$ cat config.mk
export PLATFORM = sky130hd
export DESIGN_NAME = operand_issue
export DESIGN_NICKNAME = d
export VERILOG_FILES = /design/src/rtl/operand_issue.sv
export SDC_FILE = /design/constraint.sdc
export NUM_CORES = 1
export LEC_CHECK = 0
export ABC_AREA = 0
export CORE_MARGIN = 2
export CORE_UTILIZATION = 42
export CTS_CLUSTER_SIZE = 16
export DETAILED_ROUTE_END_ITERATION = 16
export GPL_TIMING_DRIVEN = 0
export PLACE_DENSITY = 0.81
export SLEW_MARGIN = 0
export SYNTH_ARGS = -nofsm -noshare
export SYNTH_HDL_FRONTEND = slang
export SYNTH_SLANG_ARGS = --single-unit
export TNS_END_PERCENT = 100
$ cat constraint.sdc
create_clock -name clk -period 2.6 [get_ports clk]
set_input_delay 0.52 -clock clk [delete_from_list [all_inputs] [get_ports clk]]
set_output_delay 0.52 -clock clk [all_outputs]
set_load 0.05 [all_outputs]
$ cat src/rtl/operand_issue.sv
// Operand collection stage between decode and execute: holds one instruction, gathers rs1/rs2
// from the regfile or the writeback bypass, then issues and reserves rd in the scoreboard.
module operand_issue #(
  parameter int PAYLOAD_W = 32,
  parameter int STALL_W   = 16
) (
  input  logic                 clk,
  input  logic                 reset_n,
  input  logic                 i_flush,
  input  logic                 i_dec_valid,
  output logic                 o_dec_ready,
  input  logic [4:0]           i_dec_rs1,
  input  logic [4:0]           i_dec_rs2,
  input  logic                 i_dec_use_rs1,
  input  logic                 i_dec_use_rs2,
  input  logic [4:0]           i_dec_rd,
  input  logic                 i_dec_wb,
  input  logic [PAYLOAD_W-1:0] i_dec_payload,
  output logic [4:0]           o_rf_rs1,
  output logic [4:0]           o_rf_rs2,
  input  logic                 i_rf_rs1_valid,
  input  logic                 i_rf_rs2_valid,
  input  logic [31:0]          i_rf_rs1_data,
  input  logic [31:0]          i_rf_rs2_data,
  output logic [4:0]           o_rf_rd,
  output logic                 o_rf_reserve,
  input  logic                 i_wb0_en,
  input  logic [4:0]           i_wb0_reg,
  input  logic [31:0]          i_wb0_data,
  input  logic                 i_wb1_en,
  input  logic [4:0]           i_wb1_reg,
  input  logic [31:0]          i_wb1_data,
  output logic                 o_ex_valid,
  input  logic                 i_ex_ready,
  output logic [31:0]          o_ex_op1,
  output logic [31:0]          o_ex_op2,
  output logic [4:0]           o_ex_rd,
  output logic                 o_ex_wb,
  output logic [PAYLOAD_W-1:0] o_ex_payload,
  output logic [STALL_W-1:0]   o_stall_cycles
);

  typedef enum logic [1:0] {S_EMPTY = 2'd0, S_WAIT = 2'd1, S_ISSUE = 2'd2} state_t;

  state_t                r_state, w_state_nxt;
  logic [1:0][4:0]       r_rs;
  logic [1:0]            r_use;
  logic [1:0]            r_cap;
  logic [1:0][31:0]      r_op;
  logic [4:0]            r_rd;
  logic                  r_wb;
  logic [PAYLOAD_W-1:0]  r_payload;
  logic [STALL_W-1:0]    r_stall;

  logic [1:0]            w_rf_valid;
  logic [1:0][31:0]      w_rf_data;
  logic [1:0]            w_ok;
  logic [1:0][31:0]      w_val;
  logic                  w_done, w_wbhit, w_fire, w_accept;

  assign w_rf_valid = {i_rf_rs2_valid, i_rf_rs1_valid};
  assign w_rf_data  = {i_rf_rs2_data, i_rf_rs1_data};

  // Per-operand source select; wb0 ahead of wb1 since port 0 wins a same-register collision.
  always_comb begin
    w_ok  = '0;
    w_val = '0;
    for (int i = 0; i < 2; i++) begin
      if (!r_use[i] || r_rs[i] == 5'd0) begin
        w_ok[i] = 1'b1;
      end else if (i_wb0_en && i_wb0_reg == r_rs[i]) begin
        w_ok[i]  = 1'b1;
        w_val[i] = i_wb0_data;
      end else if (i_wb1_en && i_wb1_reg == r_rs[i]) begin
        w_ok[i]  = 1'b1;
        w_val[i] = i_wb1_data;
      end else if (w_rf_valid[i]) begin
        w_ok[i]  = 1'b1;
        w_val[i] = w_rf_data[i];
      end
    end
  end

  assign w_done = &(r_cap | w_ok);

  // A writeback to rd in the issue cycle would clobber the fresh reservation, so hold off.
  assign w_wbhit = r_wb && (r_rd != 5'd0) &&
                   ((i_wb0_en && i_wb0_reg == r_rd) || (i_wb1_en && i_wb1_reg == r_rd));
  assign w_fire  = (r_state == S_ISSUE) && i_ex_ready && !i_flush && !w_wbhit;

  assign o_dec_ready = !i_flush && ((r_state == S_EMPTY) || w_fire);
  assign w_accept    = i_dec_valid && o_dec_ready;

  always_comb begin
    w_state_nxt = r_state;
    case (r_state)
      S_EMPTY: if (w_accept) w_state_nxt = S_WAIT;
      S_WAIT:  if (w_done)   w_state_nxt = S_ISSUE;
      S_ISSUE: if (w_fire)   w_state_nxt = w_accept ? S_WAIT : S_EMPTY;
      default:               w_state_nxt = S_EMPTY;
    endcase
    if (i_flush) w_state_nxt = S_EMPTY;
  end

  always_ff @(posedge clk) begin
    if (!reset_n) begin
      r_state   <= S_EMPTY;
      r_rs      <= '0;
      r_use     <= '0;
      r_cap     <= '0;
      r_op      <= '0;
      r_rd      <= '0;
      r_wb      <= 1'b0;
      r_payload <= '0;
      r_stall   <= '0;
    end else begin
      r_state <= w_state_nxt;
      if (r_state == S_WAIT && r_stall != {STALL_W{1'b1}})
        r_stall <= r_stall + STALL_W'(1);
      if (w_accept) begin
        r_rs      <= {i_dec_rs2, i_dec_rs1};
        r_use     <= {i_dec_use_rs2, i_dec_use_rs1};
        r_rd      <= i_dec_rd;
        r_wb      <= i_dec_wb;
        r_payload <= i_dec_payload;
        r_cap     <= '0;
      end else if (r_state == S_WAIT) begin
        for (int i = 0; i < 2; i++) begin
          if (!r_cap[i] && w_ok[i]) begin
            r_cap[i] <= 1'b1;
            r_op[i]  <= w_val[i];
          end
        end
      end
    end
  end

  assign o_rf_rs1       = r_rs[0];
  assign o_rf_rs2       = r_rs[1];
  assign o_rf_rd        = r_rd;
  assign o_rf_reserve   = w_fire && r_wb && (r_rd != 5'd0);
  assign o_ex_valid     = (r_state == S_ISSUE);
  assign o_ex_op1       = r_op[0];
  assign o_ex_op2       = r_op[1];
  assign o_ex_rd        = r_rd;
  assign o_ex_wb        = r_wb;
  assign o_ex_payload   = r_payload;
  assign o_stall_cycles = r_stall;

endmodule
# [Word-level counts from Yosys, hierarchy flattened]
# Index checks and enable logic that the tools add are counted.
[op_classes] muxes=21 bitwise_logic=3 n_reduce_logical=40 n_addsub=1 eq_ne=12
[ops] operator="$mux 32" count=8
[ops] operator="$eq 5x5->1" count=6
[ops] operator="$logic_and 1x1->1" count=18
[ops] operator="$add 16x1->16 const B" count=1
[ops] operator="$ne 16x16->1 const B" count=1
[ops] operator="$logic_not 5->1" count=2
[ops] operator="$mux 1" count=9
[ops] operator="$reduce_and 3->1" count=3
[ops] operator="$logic_not 1->1" count=6
[ops] operator="$mux 2" count=3
[ops] operator="$pmux 2 s3" count=1
[ops] operator="$reduce_and 2->1" count=3
[ops] operator="$reduce_bool 5->1" count=1
[ops] operator="$logic_or 1x1->1" count=4
[ops] operator="$ne 2x2->1 const B" count=2
[ops] operator="$reduce_or 2->1" count=2
[ops] operator="$eq 2x1->1 const B" count=1
[ops] operator="$eq 2x2->1 const B" count=1
[ops] operator="$logic_not 2->1" count=1
[ops] operator="$ne 2x1->1 const B" count=1
[ops] operator="$not 1->1" count=2
[ops] operator="$or 2x2->2" count=1
[word_totals] ff_bits=134 input_bits=197 out_inout_bits=136 elab_cells=89

# [Depth between registers and ports, before layout]
[logic_depth] word_depth=12 depth_mapped=8

# [Worst setup path after synthesis]
# Ideal clock, no wire load.
[synth_path] kind="flip-flop to output port" startpoint="register r_rd[1] (netlist: o_ex_rd[1])" endpoint="output port o_rf_reserve" path_buffers=0 path_stages_with_launch=5 arrival_time_ns=2.940 slack_ns=-0.860 cell_sequence="dfxtp_1 -> or4_1 -> o21ai_1 -> o21ai_0 -> nor4_1"
[synth_via] elab_chain_len=8 elab_cells_between_ends=12
[synth_lines] element="start, declared" line_no="50" text="logic [4:0] r_rd;"
[synth_lines] element="start signal, assigned" line_no="123" text="r_rd <= i_dec_rd;"
[synth_lines] element="$eq 5x5->1" line_no="88" text="((i_wb0_en && i_wb0_reg == r_rd) || (i_wb1_en && i_wb1_reg == r_rd));"
[synth_lines] element="$logic_and 1x1->1" line_no="88"
[synth_lines] element="$logic_or 1x1->1" line_no="88"
[synth_lines] element="$logic_and 1x1->1" line_no="87" text="assign w_wbhit = r_wb && (r_rd != 5'd0) &&"
[synth_lines] element="$logic_not 1->1" line_no="89" text="assign w_fire = (r_state == S_ISSUE) && i_ex_ready && !i_flush && !w_wbhit;"
[synth_lines] element="$logic_and 1x1->1" line_no="89"
[synth_lines] element="$logic_and 1x1->1" line_no="141" text="assign o_rf_reserve = w_fire && r_wb && (r_rd != 5'd0);"
[synth_lines] element="$logic_and 1x1->1 (*)" line_no="141"
[synth_lines] element="end, declared" line_no="26" text="output logic o_rf_reserve,"
# Mark *: on every way between the ends. The rest lies on a longest branch, timed or not.

# [Worst setup path after layout]
[layout_path] startpoint="register r_rd[3] (netlist: o_ex_rd[3])" endpoint="output port o_rf_reserve"
# Same word-level chain as after synthesis.

==> qor.yml <==
outcome:
  status: "complete, no violations"
timing:
  finClkSkew_ps: 5.37
  setup_viol: 0
  maxSlewHeadroom_pct: 52.0
  rsz0062_at_grt: "true"
  setup_slack_ps: 4.87
  period_needed_ps: 2600
  hold_viol: 0
  max_freq_ghz: 0.385
  finalSetupTns_ps: 0
  worst_slew_pin_slew_ps: 720
  fin_crit_sh_pct: 99.8
  drv_slew: 0
worst_setup_path:
  slowest_delay_ps: 570
  rrSetupSlack_ps: 120
  r2r-start: "o_rf_rs1[4]"
  end_kind: "output pin"
  crit_top_cell: "o21ai_4"
  critPathKind: "reg -> out"
  path_max_fanout: 6
  cp_slowest_cell: "or4_4"
  cp_data_arrival_time_ps: 2080
  cp-start-kind: "flip-flop"
  crit_family: "simple AND/OR/NAND/NOR gates"
  cp.depth: 5
  path_buf_inv: 1
  crit_chain: "or4_4 > o21ai_4 > o21ai_4 > nor4_4 > buf_6"
  startpoint: "o_ex_rd[3]"
  r2r_cells: 7
  required_ps: 2080
yosys:
  mappedNetlistNets: 1040
  syn_area_mm2: 0.00722
  avgSynthCellArea_um2: 8.57
  synth_edf_count: 0
  async_flop_share_pct: 0
  synthCells: 842
  yosysSeqAreaShare_pct: 37.2
  synth_cell_type_count: 58
  synthFlopType: "dfxtp_1"
  yosysWarnings: 0
  synth.ff_latch_count: 134
placement:
  hpwl_um: 22700
  io_buffers: 329
  place.gp.congestion: 0.907
  dp_slack_ps: -835
floorplanning:
  initial_core_util_pct: 43.2
  num_rows: 47
  fp.dieW_um: 135
  die_area_mm2: 0.0182
  die_y_um: 135
  io_pins: 333
  core_mm2: 0.0167
pwr:
  clockPowerShare_pct: 41.0
  power_switching_share_pct: 29.6
  powerDensity_mw_per_mm2: 516
  p_seq_share_pct: 36.8
  combPwrFrac_pct: 22.2
  power.leakage_nw: 4.11
  vdd_ir_drop_max_mv: 0.476
  p_switching_w: 0.00175
  p_int_w: 0.00417
clock_network:
  cts_tree: "built"
  numCtsBuffers: 17
  cts.sinks: 134
  root_buffer: "clkbuf_16"
  clk_pin_slew_ps: 60
  clk_latency_ps: 430
  cts_htree_levels: 4
  cts_buffer_depth: 2
  cts_hold_buf: 0
cells_and_area:
  multi_input_area_mm2: 0.00404
  regArea_mm2: 0.00269
  fillers: 1418
  area_delta_synth_final_pct: 59.1
  num-nets-final: 1393
  antenna_cells: 0
  final_common_cell: "clkdlybuf4s50_1"
  layout_common_cells: "clkdlybuf4s50_1 (317), dfxtp_1 (129), nand3_1 (66)"
  final_layout_size_suffix_gt1_share_pct: 8.36
  utilization_pct: 68.7
routing:
  detail_route.wl_per_cell_um: 21.2
  drc_errors: 0
  vias: 8480
  drtIter0Drc: 632
  routed_via_density: 5.94
  wirelength_um: 30300
  dr.pass1.iters: 5
  drtAntennaViolNets: 0
grt:
  track_usage_pct: 32.2
  grt_pass1_wl_um: 45500
  overflow: 0
  first_global_vias: 8305
  grt_max_degree: 17
  antenna_found_initial: 1
hold_path:
  hold_class: "reg -> reg"
  holdCritStartpoint: "o_ex_op1[20]"
  whs_path_depth: 2
job:
  max_cap_violations: 0
## layout make-up
type	instances	share of cell area, %
timing repair buffer	334	28.9
clock buffer	21	4.01
clock inverter	11	1.09
buffer	89	3.80
tap	220	2.40
sequential	134	23.4
inverter	35	1.14
multi-input combinational	584	35.2
## final timing paths
| check | to |
|---|---|
| worst max-delay path | o_rf_reserve |
| worst min-delay path | o_ex_op1[20] |
| worst max register to register | o_ex_op1[27] |
| worst min register to register | o_ex_op1[20] |
## metal layers
layer / share of wire (%) / vias up / GRT usage (%)
met3: 10 / 74 / 9.50
met5: 0 / - / 0
met2: 49 / 482 / 55.9
met4: 4.0 / 0 / 14.1
li1: - / 3925 / -
met1: 37 / 3999 / 36.7
## stage by stage
| step | area [µm²] | hold WS [ps] | total power, W | std cells |
|---|---|---|---|---|
| after floorplan | 7250 | 447 | 0.00289 | 842 |
| after global placement | 10800 | 441 | 0.00350 | 1391 |
| after detailed placement | 10800 | 447 | 0.00351 | 1391 |
| after CTS | 11400 | 456 | 0.00592 | 1424 |
| after global routing | 11500 | 471 | 0.00610 | 1428 |
| final | 11500 | 454 | 0.00592 | 1428 |
## worst reg2reg max path, cell delays in order, from the launching register on
cell and delay, ps:
dfxtp_1 390, xnor2_2 390, nand2_1 180, buf_2 250
or2_1 300, a31oi_4 380, buf_2 320, o32ai_1 130
## power groups by stage
stage / logic, W / clock network, W / registers, W
floorplan: 0.000481 / 0 / 0.00241
global placement: 0.00128 / 0 / 0.00222
detailed placement: 0.00129 / 0 / 0.00222
CTS: 0.00130 / 0.00244 / 0.00218
global route: 0.00139 / 0.00252 / 0.00219
finish: 0.00132 / 0.00243 / 0.00218
## cell usage after synthesis (all sizes together) (2+ instances only)
cell type / count / area, µm²
a311o: 27 / 270
a21oi: 57 / 285
nand4: 9 / 56.3
o21ai: 62 / 310
nand2b: 3 / 18.8
o211ai: 5 / 37.5
nor4: 4 / 40.0
nand4b: 2 / 17.5
or3: 42 / 263
nor3: 7 / 40.0
or4: 3 / 22.5
or2: 4 / 25.0
nand3: 66 / 330
inv: 35 / 131
buf: 38 / 243
and4: 2 / 17.5
xor2: 4 / 35.0
o211a: 28 / 280
nor2: 44 / 168
and2: 5 / 33.8
nand2: 23 / 93.8
and3: 29 / 181
a32o: 38 / 380
dfxtp: 134 / 2680
o32ai: 27 / 236
a211oi: 33 / 248
clkbuf: 51 / 191
o221ai: 6 / 52.6
xnor2: 36 / 323
o41ai: 3 / 45.1
## flip-flops by register name, indices dropped and copies added (netlist names)
register,flops
r_use,2
o_ex_op2,32
o_ex_wb,1
r_state,2
r_cap,2
o_ex_op1,32
o_rf_rs1,5
o_stall_cycles,16
o_ex_payload,32
o_rf_rs2,5
o_ex_rd,5
## what timing repair did
item,in CTS,in global routing
resized for setup,32,4
setup endpoints to repair,45,61
setup buffers,1,4
pin swaps,7,2
## cells by family after synthesis
group | Yosys count | synth area share [%]
mux | 1 | 0.139
fa+ha+maj | 1 | 0.173
simple gates | 244 | 18.2
xor+xnor | 40 | 4.96
compound gates | 298 | 31.5
flops | 134 | 37.2
buf+inv | 124 | 7.84
Power figures use the tool's default switching activity.
